File: src/rtl/alu_seq_pkg.sv
// Shared types and field layout for the ALU command sequencer.
// Field offsets are functions of the operand and hold widths.
package alu_seq_pkg;

  typedef enum logic [1:0] {
    S_IDLE    = 2'd0,
    S_DRIVE   = 2'd1,
    S_CAPTURE = 2'd2,
    S_RESP    = 2'd3
  } state_t;

  localparam logic [1:0] OP_ADD   = 2'b00;
  localparam logic [1:0] OP_SHIFT = 2'b01;
  localparam logic [1:0] OP_COUNT = 2'b10;
  localparam logic [1:0] OP_LOGIC = 2'b11;

  // cmd_data = {hold, cin, o[1:0], s[2:0], b, a}
  function automatic int b_lsb(input int w);
    return w;
  endfunction

  function automatic int s_lsb(input int w);
    return 2 * w;
  endfunction

  function automatic int o_lsb(input int w);
    return 2 * w + 3;
  endfunction

  function automatic int cin_bit(input int w);
    return 2 * w + 5;
  endfunction

  function automatic int hold_lsb(input int w);
    return 2 * w + 6;
  endfunction

  function automatic int cmd_width(input int w, input int hw);
    return 2 * w + hw + 6;
  endfunction

endpackage

File: src/rtl/alu_cmd_sequencer_if.sv
// Command and result handshake bundle between host and sequencer.
// The host side is the master, the sequencer the slave.
interface alu_cmd_sequencer_if #(
  parameter int W      = 8,
  parameter int HOLD_W = 4
);
  logic                   cmd_valid;
  logic                   cmd_ready;
  logic [2*W+HOLD_W+5:0]  cmd_data;
  logic                   res_valid;
  logic                   res_ready;
  logic [W-1:0]           res_data;
  logic                   res_carry;
  logic [1:0]             res_op;

  modport master (
    output cmd_valid, cmd_data, res_ready,
    input  cmd_ready, res_valid, res_data, res_carry, res_op
  );

  modport slave (
    input  cmd_valid, cmd_data, res_ready,
    output cmd_ready, res_valid, res_data, res_carry, res_op
  );
endinterface

File: src/rtl/alu_cmd_fifo.sv
// Synchronous command FIFO with registered occupancy count.
// Full/empty come from the count only; a push is refused when full.
module alu_cmd_fifo #(
  parameter int DW    = 26,
  parameter int DEPTH = 4
) (
  input  logic          clk,
  input  logic          rst,
  input  logic          push,
  input  logic          pop,
  input  logic [DW-1:0] wdata,
  output logic [DW-1:0] rdata,
  output logic          full,
  output logic          empty
);
  localparam int AW = $clog2(DEPTH);

  logic [DW-1:0] mem [DEPTH];
  logic [AW-1:0] wr_ptr;
  logic [AW-1:0] rd_ptr;
  logic [AW:0]   count;
  logic          do_push;
  logic          do_pop;

  assign full    = (count == (AW+1)'(DEPTH));
  assign empty   = (count == '0);
  assign do_push = push && !full;
  assign do_pop  = pop && !empty;
  assign rdata   = mem[rd_ptr];

  always_ff @(posedge clk) begin
    if (do_push) mem[wr_ptr] <= wdata;
  end

  always_ff @(posedge clk) begin
    if (rst) begin
      wr_ptr <= '0;
      rd_ptr <= '0;
      count  <= '0;
    end else begin
      if (do_push) wr_ptr <= wr_ptr + 1'b1;
      if (do_pop)  rd_ptr <= rd_ptr + 1'b1;
      count <= count + (AW+1)'(do_push) - (AW+1)'(do_pop);
    end
  end
endmodule

File: src/rtl/alu_cmd_sequencer.sv
// Queues ALU commands, drives the ALU pins for hold+1 cycles,
// captures F/C2 and returns each result over valid/ready.
module alu_cmd_sequencer
  import alu_seq_pkg::*;
#(
  parameter int W      = 8,
  parameter int DEPTH  = 4,
  parameter int HOLD_W = 4
) (
  input  logic              clk,
  input  logic              rst,
  alu_cmd_sequencer_if.slave bus,
  output logic              busy,
  output logic [W-1:0]      alu_a,
  output logic [W-1:0]      alu_b,
  output logic [2:0]        alu_s,
  output logic [1:0]        alu_o,
  output logic              alu_c1,
  output logic              alu_g,
  input  logic [W-1:0]      alu_f,
  input  logic              alu_c2
);
  localparam int CMD_W    = cmd_width(W, HOLD_W);
  localparam int B_LSB    = b_lsb(W);
  localparam int S_LSB    = s_lsb(W);
  localparam int O_LSB    = o_lsb(W);
  localparam int CIN_BIT  = cin_bit(W);
  localparam int HOLD_LSB = hold_lsb(W);

  state_t              state;
  state_t              next_state;
  logic [CMD_W-1:0]    head;
  logic                full;
  logic                empty;
  logic                pop;
  logic [HOLD_LSB-1:0] cmd_q;
  logic [HOLD_W-1:0]   hold_cnt;
  logic                res_hs;

  logic [W-1:0]        a_d;
  logic [W-1:0]        b_d;
  logic [2:0]          s_d;
  logic [1:0]          o_d;
  logic                c1_d;
  logic                g_d;
  logic                rv_d;
  logic [W-1:0]        rd_d;
  logic                rc_d;
  logic [1:0]          ro_d;

  alu_cmd_fifo #(
    .DW    (CMD_W),
    .DEPTH (DEPTH)
  ) u_fifo (
    .clk   (clk),
    .rst   (rst),
    .push  (bus.cmd_valid),
    .pop   (pop),
    .wdata (bus.cmd_data),
    .rdata (head),
    .full  (full),
    .empty (empty)
  );

  assign bus.cmd_ready = !full;
  assign pop    = (state == S_IDLE) && !empty;
  assign res_hs = bus.res_valid && bus.res_ready;
  assign busy   = (state != S_IDLE) || !empty;

  always_ff @(posedge clk) begin
    if (rst) begin
      state    <= S_IDLE;
      cmd_q    <= '0;
      hold_cnt <= '0;
    end else begin
      state <= next_state;
      if (pop) begin
        cmd_q    <= head[HOLD_LSB-1:0];
        hold_cnt <= head[HOLD_LSB +: HOLD_W];
      end else if (state == S_DRIVE && hold_cnt != '0) begin
        hold_cnt <= hold_cnt - 1'b1;
      end
    end
  end

  always_comb begin
    next_state = state;
    unique case (state)
      S_IDLE:    if (!empty) next_state = S_DRIVE;
      S_DRIVE:   if (hold_cnt == '0) next_state = S_CAPTURE;
      S_CAPTURE: next_state = S_RESP;
      S_RESP:    if (res_hs) next_state = S_IDLE;
      default:   next_state = S_IDLE;
    endcase
  end

  // Pins are registered from the current state, so the enable window
  // trails the DRIVE state by one clock and spans CAPTURE.
  always_comb begin
    a_d  = alu_a;
    b_d  = alu_b;
    s_d  = alu_s;
    o_d  = alu_o;
    c1_d = alu_c1;
    g_d  = 1'b1;
    rv_d = 1'b0;
    rd_d = bus.res_data;
    rc_d = bus.res_carry;
    ro_d = bus.res_op;
    unique case (state)
      S_DRIVE: begin
        a_d  = cmd_q[0 +: W];
        b_d  = cmd_q[B_LSB +: W];
        s_d  = cmd_q[S_LSB +: 3];
        o_d  = cmd_q[O_LSB +: 2];
        c1_d = cmd_q[CIN_BIT];
        g_d  = 1'b0;
      end
      S_CAPTURE: begin
        rd_d = alu_f;
        rc_d = alu_c2;
        ro_d = cmd_q[O_LSB +: 2];
      end
      S_RESP:  rv_d = !res_hs;
      default: ;
    endcase
  end

  always_ff @(posedge clk) begin
    if (rst) begin
      alu_a         <= '0;
      alu_b         <= '0;
      alu_s         <= '0;
      alu_o         <= '0;
      alu_c1        <= 1'b0;
      alu_g         <= 1'b1;
      bus.res_valid <= 1'b0;
      bus.res_data  <= '0;
      bus.res_carry <= 1'b0;
      bus.res_op    <= '0;
    end else begin
      alu_a         <= a_d;
      alu_b         <= b_d;
      alu_s         <= s_d;
      alu_o         <= o_d;
      alu_c1        <= c1_d;
      alu_g         <= g_d;
      bus.res_valid <= rv_d;
      bus.res_data  <= rd_d;
      bus.res_carry <= rc_d;
      bus.res_op    <= ro_d;
    end
  end
endmodule

File: src/flat_wrapper.sv
// flat-port wrapper written by rule: the top's interface ports become plain ports
module alu_cmd_sequencer_flat import alu_seq_pkg::*;
#(
  parameter int W      = 8,
  parameter int DEPTH  = 4,
  parameter int HOLD_W = 4
)
  (clk, rst, busy, alu_a, alu_b, alu_s, alu_o, alu_c1, alu_g, alu_f, alu_c2, bus_cmd_valid, bus_cmd_data, bus_res_ready, bus_cmd_ready, bus_res_valid, bus_res_data, bus_res_carry, bus_res_op);
  alu_cmd_sequencer_if #(.W(W), .HOLD_W(HOLD_W)) bus_i ();
  input  logic clk;
  input  logic rst;
  output logic busy;
  output logic [W-1:0] alu_a;
  output logic [W-1:0] alu_b;
  output logic [2:0] alu_s;
  output logic [1:0] alu_o;
  output logic alu_c1;
  output logic alu_g;
  input  logic [W-1:0] alu_f;
  input  logic alu_c2;
  input wire logic [$bits(bus_i.cmd_valid)-1:0] bus_cmd_valid;
  input wire logic [$bits(bus_i.cmd_data)-1:0] bus_cmd_data;
  input wire logic [$bits(bus_i.res_ready)-1:0] bus_res_ready;
  output wire logic [$bits(bus_i.cmd_ready)-1:0] bus_cmd_ready;
  output wire logic [$bits(bus_i.res_valid)-1:0] bus_res_valid;
  output wire logic [$bits(bus_i.res_data)-1:0] bus_res_data;
  output wire logic [$bits(bus_i.res_carry)-1:0] bus_res_carry;
  output wire logic [$bits(bus_i.res_op)-1:0] bus_res_op;
  assign bus_i.cmd_valid = bus_cmd_valid;
  assign bus_i.cmd_data = bus_cmd_data;
  assign bus_i.res_ready = bus_res_ready;
  assign bus_cmd_ready = bus_i.cmd_ready;
  assign bus_res_valid = bus_i.res_valid;
  assign bus_res_data = bus_i.res_data;
  assign bus_res_carry = bus_i.res_carry;
  assign bus_res_op = bus_i.res_op;
  alu_cmd_sequencer #(.W(W), .DEPTH(DEPTH), .HOLD_W(HOLD_W)) u_core (.clk(clk), .rst(rst), .bus(bus_i), .busy(busy), .alu_a(alu_a), .alu_b(alu_b), .alu_s(alu_s), .alu_o(alu_o), .alu_c1(alu_c1), .alu_g(alu_g), .alu_f(alu_f), .alu_c2(alu_c2));
endmodule
File: config.mk
export PLATFORM = sky130hd
export DESIGN_NAME = alu_cmd_sequencer_flat
export DESIGN_NICKNAME = d
export VERILOG_FILES = /design/src/rtl/alu_seq_pkg.sv /design/src/rtl/alu_cmd_sequencer_if.sv /design/src/rtl/alu_cmd_fifo.sv /design/src/rtl/alu_cmd_sequencer.sv /design/src/flat_wrapper.sv
export SDC_FILE = /design/constraint.sdc
export NUM_CORES = 1
export LEC_CHECK = 0
export BUFFER_PORTS_ARGS = -buffer_cell sky130_fd_sc_hd__buf_4
export CAP_MARGIN = 20
export CORE_ASPECT_RATIO = 1.75
export CORE_MARGIN = 4
export CORE_UTILIZATION = 55
export DETAILED_ROUTE_END_ITERATION = 8
export GPL_ROUTABILITY_DRIVEN = 0
export MAX_ROUTING_LAYER = met4
export PLACE_DENSITY = 0.76
export SYNTH_ARGS = -nofsm -noshare
export SYNTH_HDL_FRONTEND = slang
export SYNTH_HIERARCHICAL = 1
export SYNTH_SLANG_ARGS = --single-unit
File: constraint.sdc
create_clock -name clk -period 2.85 [get_ports clk]
set_input_delay 0.1425 -clock clk [delete_from_list [all_inputs] [get_ports clk]]
set_output_delay 0.1425 -clock clk [all_outputs]
set_load 0.03 [all_outputs]
# After elaboration in Yosys (flattened, before gate mapping)
# Memories as Yosys holds them, arrays and structs flattened. A register that Yosys moved wholly into a read port is not among the register bits.
# Index checks and enable logic that the tools add are counted.
[word_totals]
register_bits = 70
ram_bits = 104
output_inout_bits = 37
elab_cells = 58
memories = 1
[op_classes]
add_sub_neg = 5
n_eq_ne = 7
n_mux = 11
bitwise = 1
n_reduce_logical = 17
[mem_list]
columns = ["name", "words", "word_bits", "rd", "rd_ports_with_merged_regs", "write_ports", "line_no", "source"]
rows = [
  ["u_core.u_fifo.mem", 4, 26, 1, 1, 1, "alu_cmd_fifo.sv:18", "logic [DW-1:0] mem [DEPTH];"],
]
[op_table]
columns = ["cell", "n"]
rows = [
  ["$mux W2", 5],
  ["$mux W4", 2],
  ["$pmux W2 S4", 1],
  ["$logic_and A1 B1 Y1", 5],
  ["$add A2 B1 Y2 const B", 2],
  ["$eq A2 B2 Y1 const B", 2],
  ["$logic_not A4 Y1", 1],
  ["$ne A2 B2 Y1 const B", 2],
  ["$reduce_bool A2 Y1", 2],
  ["$reduce_bool A4 Y1", 1],
  ["$sub A4 B1 Y4 const B", 1],
  ["$add A3 B1 Y3", 1],
  ["$eq A3 B3 Y1 const B", 1],
  ["$logic_not A1 Y1", 3],
  ["$logic_not A3 Y1", 1],
  ["$mux W1", 3],
  ["$reduce_and A3 Y1", 1],
  ["$sub A3 B1 Y3", 1],
  ["$eq A2 B1 Y1 const B", 1],
  ["$logic_not A2 Y1", 1],
  ["$ne A2 B1 Y1 const B", 1],
  ["$reduce_or A2 Y1", 1],
  ["$logic_or A1 B1 Y1", 1],
  ["$not A1 Y1", 1],
]

# Longest topological paths before layout
# Gate-level depths: netlist of run 1.
[logic_depth]
depth_word = 6
ltp_mapped = 14
depth_no_buf = 13

# Modules after synthesis
# Netlist of run 1, hierarchy kept.
[by_module_without_submodules]
columns = ["mod", "instances", "cells_each", "area_each_um2", "seq_area_each_um2"]
rows = [
  ["alu_cmd_fifo", 1, 187, 4281.6, 3303.2],
  ["alu_cmd_sequencer", 1, 255, 2361.0, 1261.2],
]

# Worst setup path after synthesis of run 1
# No wires, ideal clock.
[synth_path]
kind = "register to register"
startpoint = "register u_core.u_fifo.count[1]"
endpoint = "register u_core.u_fifo.count[2]"
arrival_ns = 2.500
t_required_ns = 2.725
setup_slack_ns = 0.226
stages_incl_launch_ff = 14
path_buffers = 1
period_less_slack_ns = 2.624
path_cell_list = "dfxtp_1 -> nor3_2 -> nand2b_1 -> clkinv_1 -> clkbuf_1 -> o31ai_2 -> inv_1 -> ha_1 -> inv_1 -> ha_1 -> fa_1 -> xnor2_1 -> xnor2_1 -> nor2_1"
[synth_between]
elab_chain_cells = 5
elab_cells_between_ends = 9
cone_classes = "add/sub: 2; eq/ne: 1; reduce/logical: 6"
[synth_rtl]
columns = ["element", "line_no", "source"]
rows = [
  ["from (decl)", "alu_cmd_fifo.sv:21", "logic [AW:0] count;"],
  ["from (signal assigned)", "alu_cmd_fifo.sv:43", "count <= count + (AW+1)'(do_push) - (AW+1)'(do_pop);"],
  ["$logic_not A3 Y1", "alu_cmd_fifo.sv:26", "assign empty = (count == '0);"],
  ["named net u_core.empty", "alu_cmd_sequencer.sv:34", "logic empty;"],
  ["$logic_not A1 Y1", "alu_cmd_sequencer.sv:66", "assign pop = (state == S_IDLE) && !empty;"],
  ["$logic_and A1 B1 Y1", "alu_cmd_sequencer.sv:66", ""],
  ["named net u_core.pop", "alu_cmd_sequencer.sv:35", "logic pop;"],
  ["$logic_and A1 B1 Y1", "alu_cmd_fifo.sv:28", "assign do_pop = pop && !empty;"],
  ["named net u_core.u_fifo.do_pop", "alu_cmd_fifo.sv:23", "logic do_pop;"],
  ["$sub A3 B1 Y3", "alu_cmd_fifo.sv:43", ""],
]
# The timed path passes the listed nets, and every way through them passes these cells.
# A chain may end at the register's enable or synchronous reset.

# Final worst setup path of run 1
[layout_path]
startpoint = "register u_core.state[0]"
endpoint = "register u_core.u_fifo.count[2]"
[layout_between]
elab_chain_cells = 4
[layout_rtl]
columns = ["element", "line_no", "source"]
rows = [
  ["from (decl)", "alu_cmd_sequencer.sv:30", "state_t state;"],
  ["from (signal assigned)", "alu_cmd_sequencer.sv:76", "state <= next_state;"],
  ["$logic_not A2 Y1", "alu_cmd_sequencer.sv:66", ""],
  ["$logic_and A1 B1 Y1", "alu_cmd_sequencer.sv:66", ""],
  ["$logic_and A1 B1 Y1", "alu_cmd_fifo.sv:28", ""],
  ["named net u_core.u_fifo.do_pop", "alu_cmd_fifo.sv:23", ""],
  ["$sub A3 B1 Y3", "alu_cmd_fifo.sv:43", ""],
]
# The timed path passes the listed nets, and every way through them passes these cells.

==> impl_metrics.ini, run 1 <==
[floorplan]
num_io_pins = 76
rows = 52
initial_core_util_pct = 56.7
coreArea_um2 = 11700
die_y_um = 153
die_area_um2 = 14000
die_w_um = 91.1

[placement]
hpwlAfterDp_um = 7410
port_buffers = 75
dp.cells = 639

[layout]
n_antenna_cell = 0
area_growth_pct = 24.4
final_cell_mix = edfxtp_1, buf_4, dfxtp_1
layout-drive-gt1-share_pct = 25.0
nNetsFinal = 610
layout.cells.non_filler = 707
layout_commonest_cell = edfxtp_1

[worst_setup_path]
worstPathArrival_ns = 2.81
cpPeakStageDelay_ns = 0.39
critPathMaxFanout = 4
crit_required_ns = 3.13
crit_type = register to register
reg2reg_setup_slack_ns = 0.32
cp-end-kind = register
cp_cell_sequence = inv_1, ha_1, nand2b_1, clkinv_1, o31ai_2, inv_1, ha_1, inv_1, ha_1, fa_1, xnor2_1, xnor2_1, nor2_1
crit_slowest_cell = dfxtp_1
timing.rr.start = u_core/state[0]
ff2ff_path_depth = 13
critPathBufInv = 4
path_delay_family = adder cells
r2r-end = u_core/u_fifo/count[2]
startpoint_type = register

[route]
drt-total-wl_um = 12000
drt_first_pass_iters = 4
route.detailed.drc = 0
detail-route-antenna-nets = 0
drt_iter0_markers = 204
wl_per_cell_um = 16.9
num_vias = 3818
drt-vias-per-instance = 5.40

[timing]
maxSlewViolCount = 0
max_slew_margin_pct = 51.6
rsz0062_at_grt = no
max_slew.worst_pin.slew_ns = 0.726
finalSetupTns_ns = 0
post-route-period-util_pct = 88.8
fmax_mhz = 395
hold_viol = 0
finalWorstPathRequiredPeriod_ns = 2.53
worst_clock_skew_ns = 0.00989
setup_viol = 0

[logic_synthesis]
postSynthAreaPerCell_um2 = 15.0
ys_seq_elements = 176
synthTopCellsByArea = edfxtp_1, dfxtp_1, mux4_2
netlist_area_um2 = 6640
syn_inst = 442
yosys_warnings = 6
synth_xor_area_share_pct = 0.396
synth_fp_nets = 493
synth_top_family_by_area = multiplexers
synth_compound_area_share_pct = 2.94
synth.largest_area_cell = edfxtp_1
synth_top_area_share_pct = 47.0
synth-main-ff-cell = edfxtp_1
ys_seq_area_share_pct = 68.7
async_reset_ff_share_pct = 0
synth_fa_ha_area_share_pct = 2.37
synth-edff-count = 104
synthSimpleGateAreaFrac_pct = 8.01
yosysUniqueCellTypes = 42
muxShareOfSynthArea_pct = 14.7

[outcome]
outcome = completed

[hold_path]
min_to = u_core/u_fifo/wr_ptr[0]
hold_class = primary input to register
min_path_cells = 4
worstHoldStart = bus_cmd_valid

[clocking]
cts_setup_buffers = 0
cts_tree = built
cts_max_level = 4
clkLatencyLatePin_ns = 0.42
ctsResizeCount = 0
postCtsHoldBufs = 36
cts_max_path_buffers = 2
ctsRootBufferMaster = clkbuf_16
clk_pin_slew_ns = 0.07
cts_buffers = 17
cts.sinks = 176

[power_and_ir_drop]
p_leak_nw = 3.05
p_per_area_nw_per_um2 = 928
max-vdd-ir-drop_v = 0.000579

[global_routing]
grt_first_pass_wirelength_um = 19700
antenna_found_initial = 0
grt_pass1_vias = 4013
grt_usage_pct = 18.5
grt_max_degree = 77
overflow = 0

[flow_run]
drv_cap = 0
registers in the layout (all words and copies together) (netlist names), named ones only:
| name | flops |
|---|---|
| u_core/cmd_q | 22 |
| u_core/u_fifo/mem | 104 |
| u_core/u_fifo/count | 3 |
| u_core/alu_s | 3 |
| u_core/u_fifo/rd_ptr | 2 |
| u_core/alu_b | 8 |
| u_core/state | 2 |
| u_core/u_fifo/wr_ptr | 2 |
| u_core/bus.res_data | 8 |
| u_core/alu_c1 | 1 |
| u_core/alu_a | 8 |
| u_core/hold_cnt | 4 |
| u_core/bus.res_valid | 1 |
| u_core/alu_o | 2 |
| u_core/alu_g | 1 |
| u_core/bus.res_carry | 1 |
| u_core/bus.res_op | 2 |
how the worst max path moves through the flow:
stage                            from  slack, ns  depth (start not counted)                endpoint
2_1_floorplan  u_core/u_fifo/count[1]       0.23                         13  u_core/u_fifo/count[2]
3_3_place_gp          u_core/state[0]       0.51                         13  u_core/u_fifo/count[2]
3_5_place_dp          u_core/state[0]       0.31                         13  u_core/u_fifo/count[2]
4_1_cts               u_core/state[0]       0.30                         13  u_core/u_fifo/count[2]
5_1_grt               u_core/state[0]       0.12                         13  u_core/u_fifo/count[2]
6_report              u_core/state[0]       0.32                         13  u_core/u_fifo/count[2]
worst reg2reg max path: cells and delay by family, from the launching register on:
family          cells  cell delay, ns
simple gates        2            0.16
flops               1            0.39
xor+xnor            2            0.36
buf+inv             4            0.31
compound gates      1            0.09
fa+ha+maj           4            1.07
kinds of logic (layout without fill, tap and decap cells):
kind of cell,count (synthesis),count (layout)
XOR/XNOR,3,3
AO/OA/AOI/OAI,33,33
buffers and inverters,37,167
multiplexers,63,63
flip-flops,176,176
adder cells (fa/ha/maj),12,12
AND/OR/NAND/NOR,118,118
metrics by stage:
stage / cell area [um^2] / utilization (%) / total power, W / hold WS (ns) / setup WS (ns)
3_5_place_dp: 7310 / 62.4 / 0.00544 / 0.344 / 0.309
4_1_cts: 8260 / 70.5 / 0.00775 / 0.117 / 0.304
3_3_place_gp: 7310 / 62.4 / 0.00534 / 0.342 / 0.508
2_1_floorplan: 6640 / - / 0.00490 / 0.241 / 0.226
5_1_grt: 8260 / 70.5 / 0.00809 / 0.165 / 0.118
6_report: 8260 / 70.5 / 0.00767 / 0.141 / 0.319
power breakdown:
part / switching (W) / total, W / internal [W]
registers: 0.000200 / 0.00329 / 0.00309
logic: 0.00119 / 0.00212 / 0.000926
clock network: 0.00100 / 0.00226 / 0.00125
total: 0.00240 / 0.00767 / 0.00527
synthesized netlist by cell type (2+ instances only):
library cell and number:
mux4_2 20, nor2b_1 2, edfxtp_1 104, buf_2 7, nand2b_1 7, buf_12 2
clkbuf_1 10, buf_1 2, nor2_1 42, a21oi_1 24, and2_1 4, ha_1 11
o21ai_0 2, xnor2_1 2, nand2_1 50, inv_1 13, a211oi_1 2, mux2i_1 37
or3_1 2, dfxtp_1 72, mux4_1 6
area by class of cell:
class | instances | area, um^2
clock inverters | 15 | 163
well taps | 135 | 169
flip-flops and latches | 176 | 4560
repair buffers | 121 | 998
multi-input cells | 229 | 1890
fillers | 772 | 3450
clock buffers | 17 | 425
inverters | 14 | 52.6
layer usage:
layer	share of wire [%]	routed length, um	global-route usage, %	up-vias
met5	0	0	-	-
met3	4.3	519	3.89	11
met4	1.2	143	6.04	0
li1	-	-	-	1840
met1	41	4930	21.9	1860
met2	53	6380	31.4	107
No activity file was read; power rests on OpenSTA's default activity.
==> inputs of run 2 (changes only) <==
==> constraint.sdc (replaced) <==
create_clock -name clk -period 2.85 [get_ports clk]
set_input_delay 0.57 -clock clk [delete_from_list [all_inputs] [get_ports clk]]
set_output_delay 0.57 -clock clk [all_outputs]
set_load 0.03 [all_outputs]
==> run 2 against run 1 <==
First-iteration DRC count fell by 12%. Flip-flop and latch count did not move. Non-clock buffer count fell by 37. Final area fell by 4.1%. Sequential share of layout area rose by 2.4 points. Count of clock-buffer cells in the layout rose by 7. Sequential power barely moved. Largest power group unchanged.
==> impl_metrics.ini, run 2 (synthesized netlist as in run 1, its figures left out) <==
[outcome]
outcome = completed

[worst_setup_path]
ff2ff_path_depth = 12
r2r-end = u_core/u_fifo/count[2]
reg2reg_setup_slack_ns = 0.31
cp-end-kind = register
startpoint_type = register
crit_slowest_cell = dfxtp_1
cp_cell_sequence = nor3_2, nand2b_1, clkinv_1, o31ai_2, inv_1, ha_1, inv_1, ha_1, fa_1, xnor2_1, xnor2_1, nor2_1
timing.rr.start = u_core/u_fifo/count[1]
worstPathArrival_ns = 2.81
crit_required_ns = 3.11
critPathMaxFanout = 5
cpPeakStageDelay_ns = 0.38
crit_type = register to register

[clocking]
ctsRootBufferMaster = clkbuf_16
clk_pin_slew_ns = 0.06
clkLatencyLatePin_ns = 0.41
cts_max_level = 4
ctsResizeCount = 0
cts_tree = built
cts_max_path_buffers = 2
cts.sinks = 176
cts_setup_buffers = 0
cts_buffers = 17
postCtsHoldBufs = 0

[layout]
largest_register_ffs = 104
area_growth_pct = 19.3
nNetsFinal = 573
layout-drive-gt1-share_pct = 26.4
multi_input_area_um2 = 1890
n_antenna_cell = 0
regMostFlops = u_core/u_fifo/mem
fill_cells = 811
layout_commonest_cell = edfxtp_1
top_regs = u_core/u_fifo/mem: 104 flops, u_core/cmd_q: 22 flops
final_cell_mix = edfxtp_1, buf_4, dfxtp_1
seq_area_um2 = 4560

[timing]
post-route-period-util_pct = 89.2
finalSetupTns_ns = 0
max_slew_margin_pct = 51.9
hold_viol = 0
worst_clock_skew_ns = 0.00589
fmax_mhz = 393
maxSlewViolCount = 0
finalWorstPathRequiredPeriod_ns = 2.54
max_slew.worst_pin.slew_ns = 0.722
rsz0062_at_grt = no
setup_slack_ns = 0.308
setup_viol = 0

[floorplan]
die_y_um = 153
coreArea_um2 = 11700
die_w_um = 91.1
rows = 52
num_io_pins = 76
die_area_um2 = 14000
initial_core_util_pct = 56.7

[hold_path]
worstHoldStart = bus_cmd_data[12]
hold_class = primary input to register
min_path_cells = 1
min_to = u_core/u_fifo/mem[2][12]

[power_and_ir_drop]
internal-power_w = 0.00536
p_leak_nw = 2.91
pwr-share-seq_pct = 42.9
p_per_area_nw_per_um2 = 968
swShare_pct = 30.1
max-vdd-ir-drop_v = 0.000821
pwr-share-comb_pct = 27.1
power_switching_w = 0.00231
p_clk_share_pct = 30.0

[placement]
dp_slack_ns = 0.319
hpwlAfterDp_um = 7520
port_buffers = 75

[global_routing]
overflow = 0
grt_usage_pct = 18.1
antenna_found_initial = 0
grt_max_degree = 77
grt_pass1_vias = 3921
grt_first_pass_wirelength_um = 19400

[route]
drt_iter0_markers = 179
drt_first_pass_iters = 5
route.detailed.drc = 0
drt-total-wl_um = 11800
num_vias = 3710
detail-route-antenna-nets = 0
drt-vias-per-instance = 5.54
wl_per_cell_um = 17.6

[flow_run]
drv_cap = 0
==> run 2: stage by stage <==
| step | power [W] | util (%) | hold slack [ns] | instances | area, um^2 |
|---|---|---|---|---|---|
| finish | 0.00767 | 67.6 | 0.359 | 670 | 7920 |
| detailed placement | 0.00542 | 62.4 | 0.449 | 638 | 7310 |
| floorplan | 0.00490 | - | 0.436 | 442 | 6640 |
| global placement | 0.00532 | 62.4 | 0.442 | 638 | 7310 |
| global route | 0.00806 | 67.6 | 0.340 | 670 | 7920 |
| CTS | 0.00774 | 67.6 | 0.342 | 670 | 7920 |
==> run 2: worst max path at each step <==
stage	from	end	slack [ns]	cells past startpoint
after floorplan	u_core/u_fifo/count[1]	u_core/u_fifo/count[2]	0.23	13
after CTS	u_core/u_fifo/count[1]	u_core/u_fifo/count[2]	0.29	12
after detailed placement	u_core/u_fifo/count[1]	u_core/u_fifo/count[2]	0.32	12
final	u_core/u_fifo/count[1]	u_core/u_fifo/count[2]	0.31	12
after global placement	u_core/u_fifo/count[1]	u_core/u_fifo/count[2]	0.45	12
after global routing	u_core/u_fifo/count[1]	u_core/u_fifo/count[2]	0.15	12
==> run 2: power by group through the flow <==
stage,logic (W),clock network [W],registers [W]
after floorplan,0.00148,0,0.00342
after global placement,0.00201,0,0.00331
after detailed placement,0.00208,0,0.00334
after CTS,0.00210,0.00235,0.00329
after global routing,0.00227,0.00246,0.00333
final,0.00208,0.00230,0.00329
==> run 2: per-layer routing <==
metal / share of wire (%) / vias to the layer above / routed length [um] / track usage (%)
met4: 0.92 / 0 / 108 / 5.04
met5: 0 / - / 0 / -
met3: 5.2 / 9 / 612 / 4.82
met2: 53 / 101 / 6280 / 31.0
met1: 41 / 1837 / 4790 / 21.0
li1: - / 1763 / - / -
==> run 2: worst max-delay path: cells and delay by family, from the launching register on <==
| kind | cells | cell delay, ns |
|---|---|---|
| AOI/OAI and AO/OA | 1 | 0.09 |
| xor gates and xnor gates | 2 | 0.33 |
| adders and majority gates | 3 | 0.84 |
| buffers and inverters | 3 | 0.22 |
| DFF | 1 | 0.38 |
| and+or+nand+nor | 3 | 0.55 |
==> run 2: area by class of cell <==
| type | count | share of cell area (%) |
|---|---|---|
| clock buffer | 24 | 7.03 |
| clock inverter | 8 | 0.758 |
| inverter | 14 | 0.663 |
| multi-input combinational | 229 | 23.8 |
| sequential | 176 | 57.6 |
| tap | 135 | 2.13 |
| timing repair buffer | 84 | 7.96 |
==> inputs of run 3 (changes only) <==
--- a/config.mk
+++ b/config.mk
@@ -13,7 +13,7 @@
 export DETAILED_ROUTE_END_ITERATION = 8
 export GPL_ROUTABILITY_DRIVEN = 0
 export MAX_ROUTING_LAYER = met4
-export PLACE_DENSITY = 0.76
+export PLACE_DENSITY = 0.78
 export SYNTH_ARGS = -nofsm -noshare
 export SYNTH_HDL_FRONTEND = slang
 export SYNTH_HIERARCHICAL = 1
==> run 3 against run 2 <==
Maximum frequency about the same. Final area about the same. Flip-flop and latch count unchanged. Register-to-register slack about the same. Sequential power about the same. Largest power group unchanged. Highest routed layer unchanged.
==> impl_metrics.ini, run 3 (synthesized netlist as in run 1, its figures left out) <==
[outcome]
outcome = completed

[worst_setup_path]
ff2ff_path_depth = 12
worstPathArrival_ns = 2.82
cp-end-kind = register
crit_start = u_core/u_fifo/count[1]
crit_type = register to register
crit_required_ns = 3.13
timing.rr.start = u_core/u_fifo/count[1]
startpoint_type = register
critPathMaxFanout = 5

[clocking]
cts_max_level = 4
cts_tree = built
clkLatencyLatePin_ns = 0.42
cts_max_path_buffers = 2
cts_setup_buffers = 0
clk_pin_slew_ns = 0.07
ctsResizeCount = 0
cts_buffers = 17
postCtsHoldBufs = 0
cts.sinks = 176
ctsRootBufferMaster = clkbuf_16

[global_routing]
busiest_layer = met2
grt_pass1_vias = 3790
grtUsageMet3_pct = 4.33
grt_first_pass_wirelength_um = 18900
antenna_found_initial = 0
grtUsageMet1_pct = 20.9
grt_max_degree = 77
grt_usage_pct = 17.8
grt_use_met2_pct = 29.5
overflow = 0

[floorplan]
coreArea_um2 = 11700
rows = 52
die_area_um2 = 14000
die_y_um = 153
num_io_pins = 76
die_w_um = 91.1
initial_core_util_pct = 56.7

[placement]
hpwlAfterDp_um = 7400
port_buffers = 75

[power_and_ir_drop]
p_clk_share_pct = 30.6
p_leak_nw = 2.91
pwr-share-seq_pct = 42.7
p_per_area_nw_per_um2 = 971
power_switching_w = 0.00237
swShare_pct = 30.8
pwr-share-comb_pct = 26.7
internal-power_w = 0.00532
max-vdd-ir-drop_v = 0.000570
p_total_w = 0.00769

[hold_path]
worstHoldStart = bus_cmd_data[15]
hold_class = primary input to register
min_path_cells = 1

[layout]
n_antenna_cell = 0
layout-drive-gt1-share_pct = 26.5
final_cell_mix = edfxtp_1, buf_4, dfxtp_1
layout_commonest_cell = edfxtp_1
regMostFlops = u_core/u_fifo/mem
area_growth_pct = 19.2
largest_register_ffs = 104
top_regs = u_core/u_fifo/mem: 104 flops, u_core/cmd_q: 22 flops
nNetsFinal = 573

[timing]
hold_viol = 0
max_slew.worst_pin.slew_ns = 0.708
finalSetupTns_ns = 0
finalWorstPathRequiredPeriod_ns = 2.54
maxSlewViolCount = 0
setup_viol = 0
rsz0062_at_grt = no
fmax_mhz = 394
worst_clock_skew_ns = 0.00911
post-route-period-util_pct = 89.1
max_slew_margin_pct = 52.8

[route]
drt-vias-per-instance = 5.47
detail-route-antenna-nets = 0
drt_first_pass_iters = 4
num_vias = 3662
drt-total-wl_um = 11500
drt_iter0_markers = 187
wl_per_cell_um = 17.1
route.detailed.drc = 0

[flow_run]
drv_cap = 0
==> run 3: per-layer routing <==
layer / routed length, um / vias to the layer above
met5: 0 / -
met4: 133 / 0
met3: 510 / 13
met2: 6080 / 94
met1: 4730 / 1785
li1: - / 1770
==> run 3: cell type report <==
| class | count | area [um^2] |
|---|---|---|
| tap | 135 | 169 |
| clock inverter | 15 | 185 |
| fill | 789 | 3790 |
| inverter | 14 | 52.6 |
| timing repair buffer | 84 | 631 |
| sequential | 176 | 4560 |
| multi-input combinational | 229 | 1890 |
| clock buffer | 17 | 425 |
==> run 3: power by group through the flow <==
stage	registers (W)	logic [W]	clock network [W]
2_1_floorplan	0.00342	0.00148	0
3_3_place_gp	0.00331	0.00200	0
3_5_place_dp	0.00334	0.00207	0
4_1_cts	0.00329	0.00208	0.00241
5_1_grt	0.00333	0.00226	0.00252
6_report	0.00328	0.00205	0.00235
==> run 3: critical path: stages (launching register included) <==
cell and delay [ns]:
dfxtp_1 0.37, nor3_2 0.30, nand2b_1 0.17, clkinv_1 0.10, o31ai_2 0.09, inv_1 0.08
ha_1 0.27, inv_1 0.04, ha_1 0.18, fa_1 0.38, xnor2_1 0.23, xnor2_1 0.15
nor2_1 0.05
==> run 3: final timing paths <==
| kind | to | slack [ns] |
|---|---|---|
| setup / recovery | u_core/u_fifo/count[2] | 0.31 |
| hold / removal | u_core/u_fifo/mem[2][15] | 0.35 |
| setup reg to reg | u_core/u_fifo/count[2] | 0.31 |
| hold reg to reg | u_core/cmd_q[5] | 0.46 |
==> run 3: metrics by stage <==
stage / area [um^2] / std cells / utilization [%] / worst slack [ns] / hold WS, ns
floorplan: 6640 / 442 / - / 0.226 / 0.436
global placement: 7310 / 638 / 62.4 / 0.448 / 0.444
detailed placement: 7310 / 638 / 62.4 / 0.322 / 0.446
CTS: 7920 / 670 / 67.6 / 0.281 / 0.327
global route: 7920 / 670 / 67.6 / 0.0643 / 0.324
finish: 7920 / 670 / 67.6 / 0.309 / 0.347
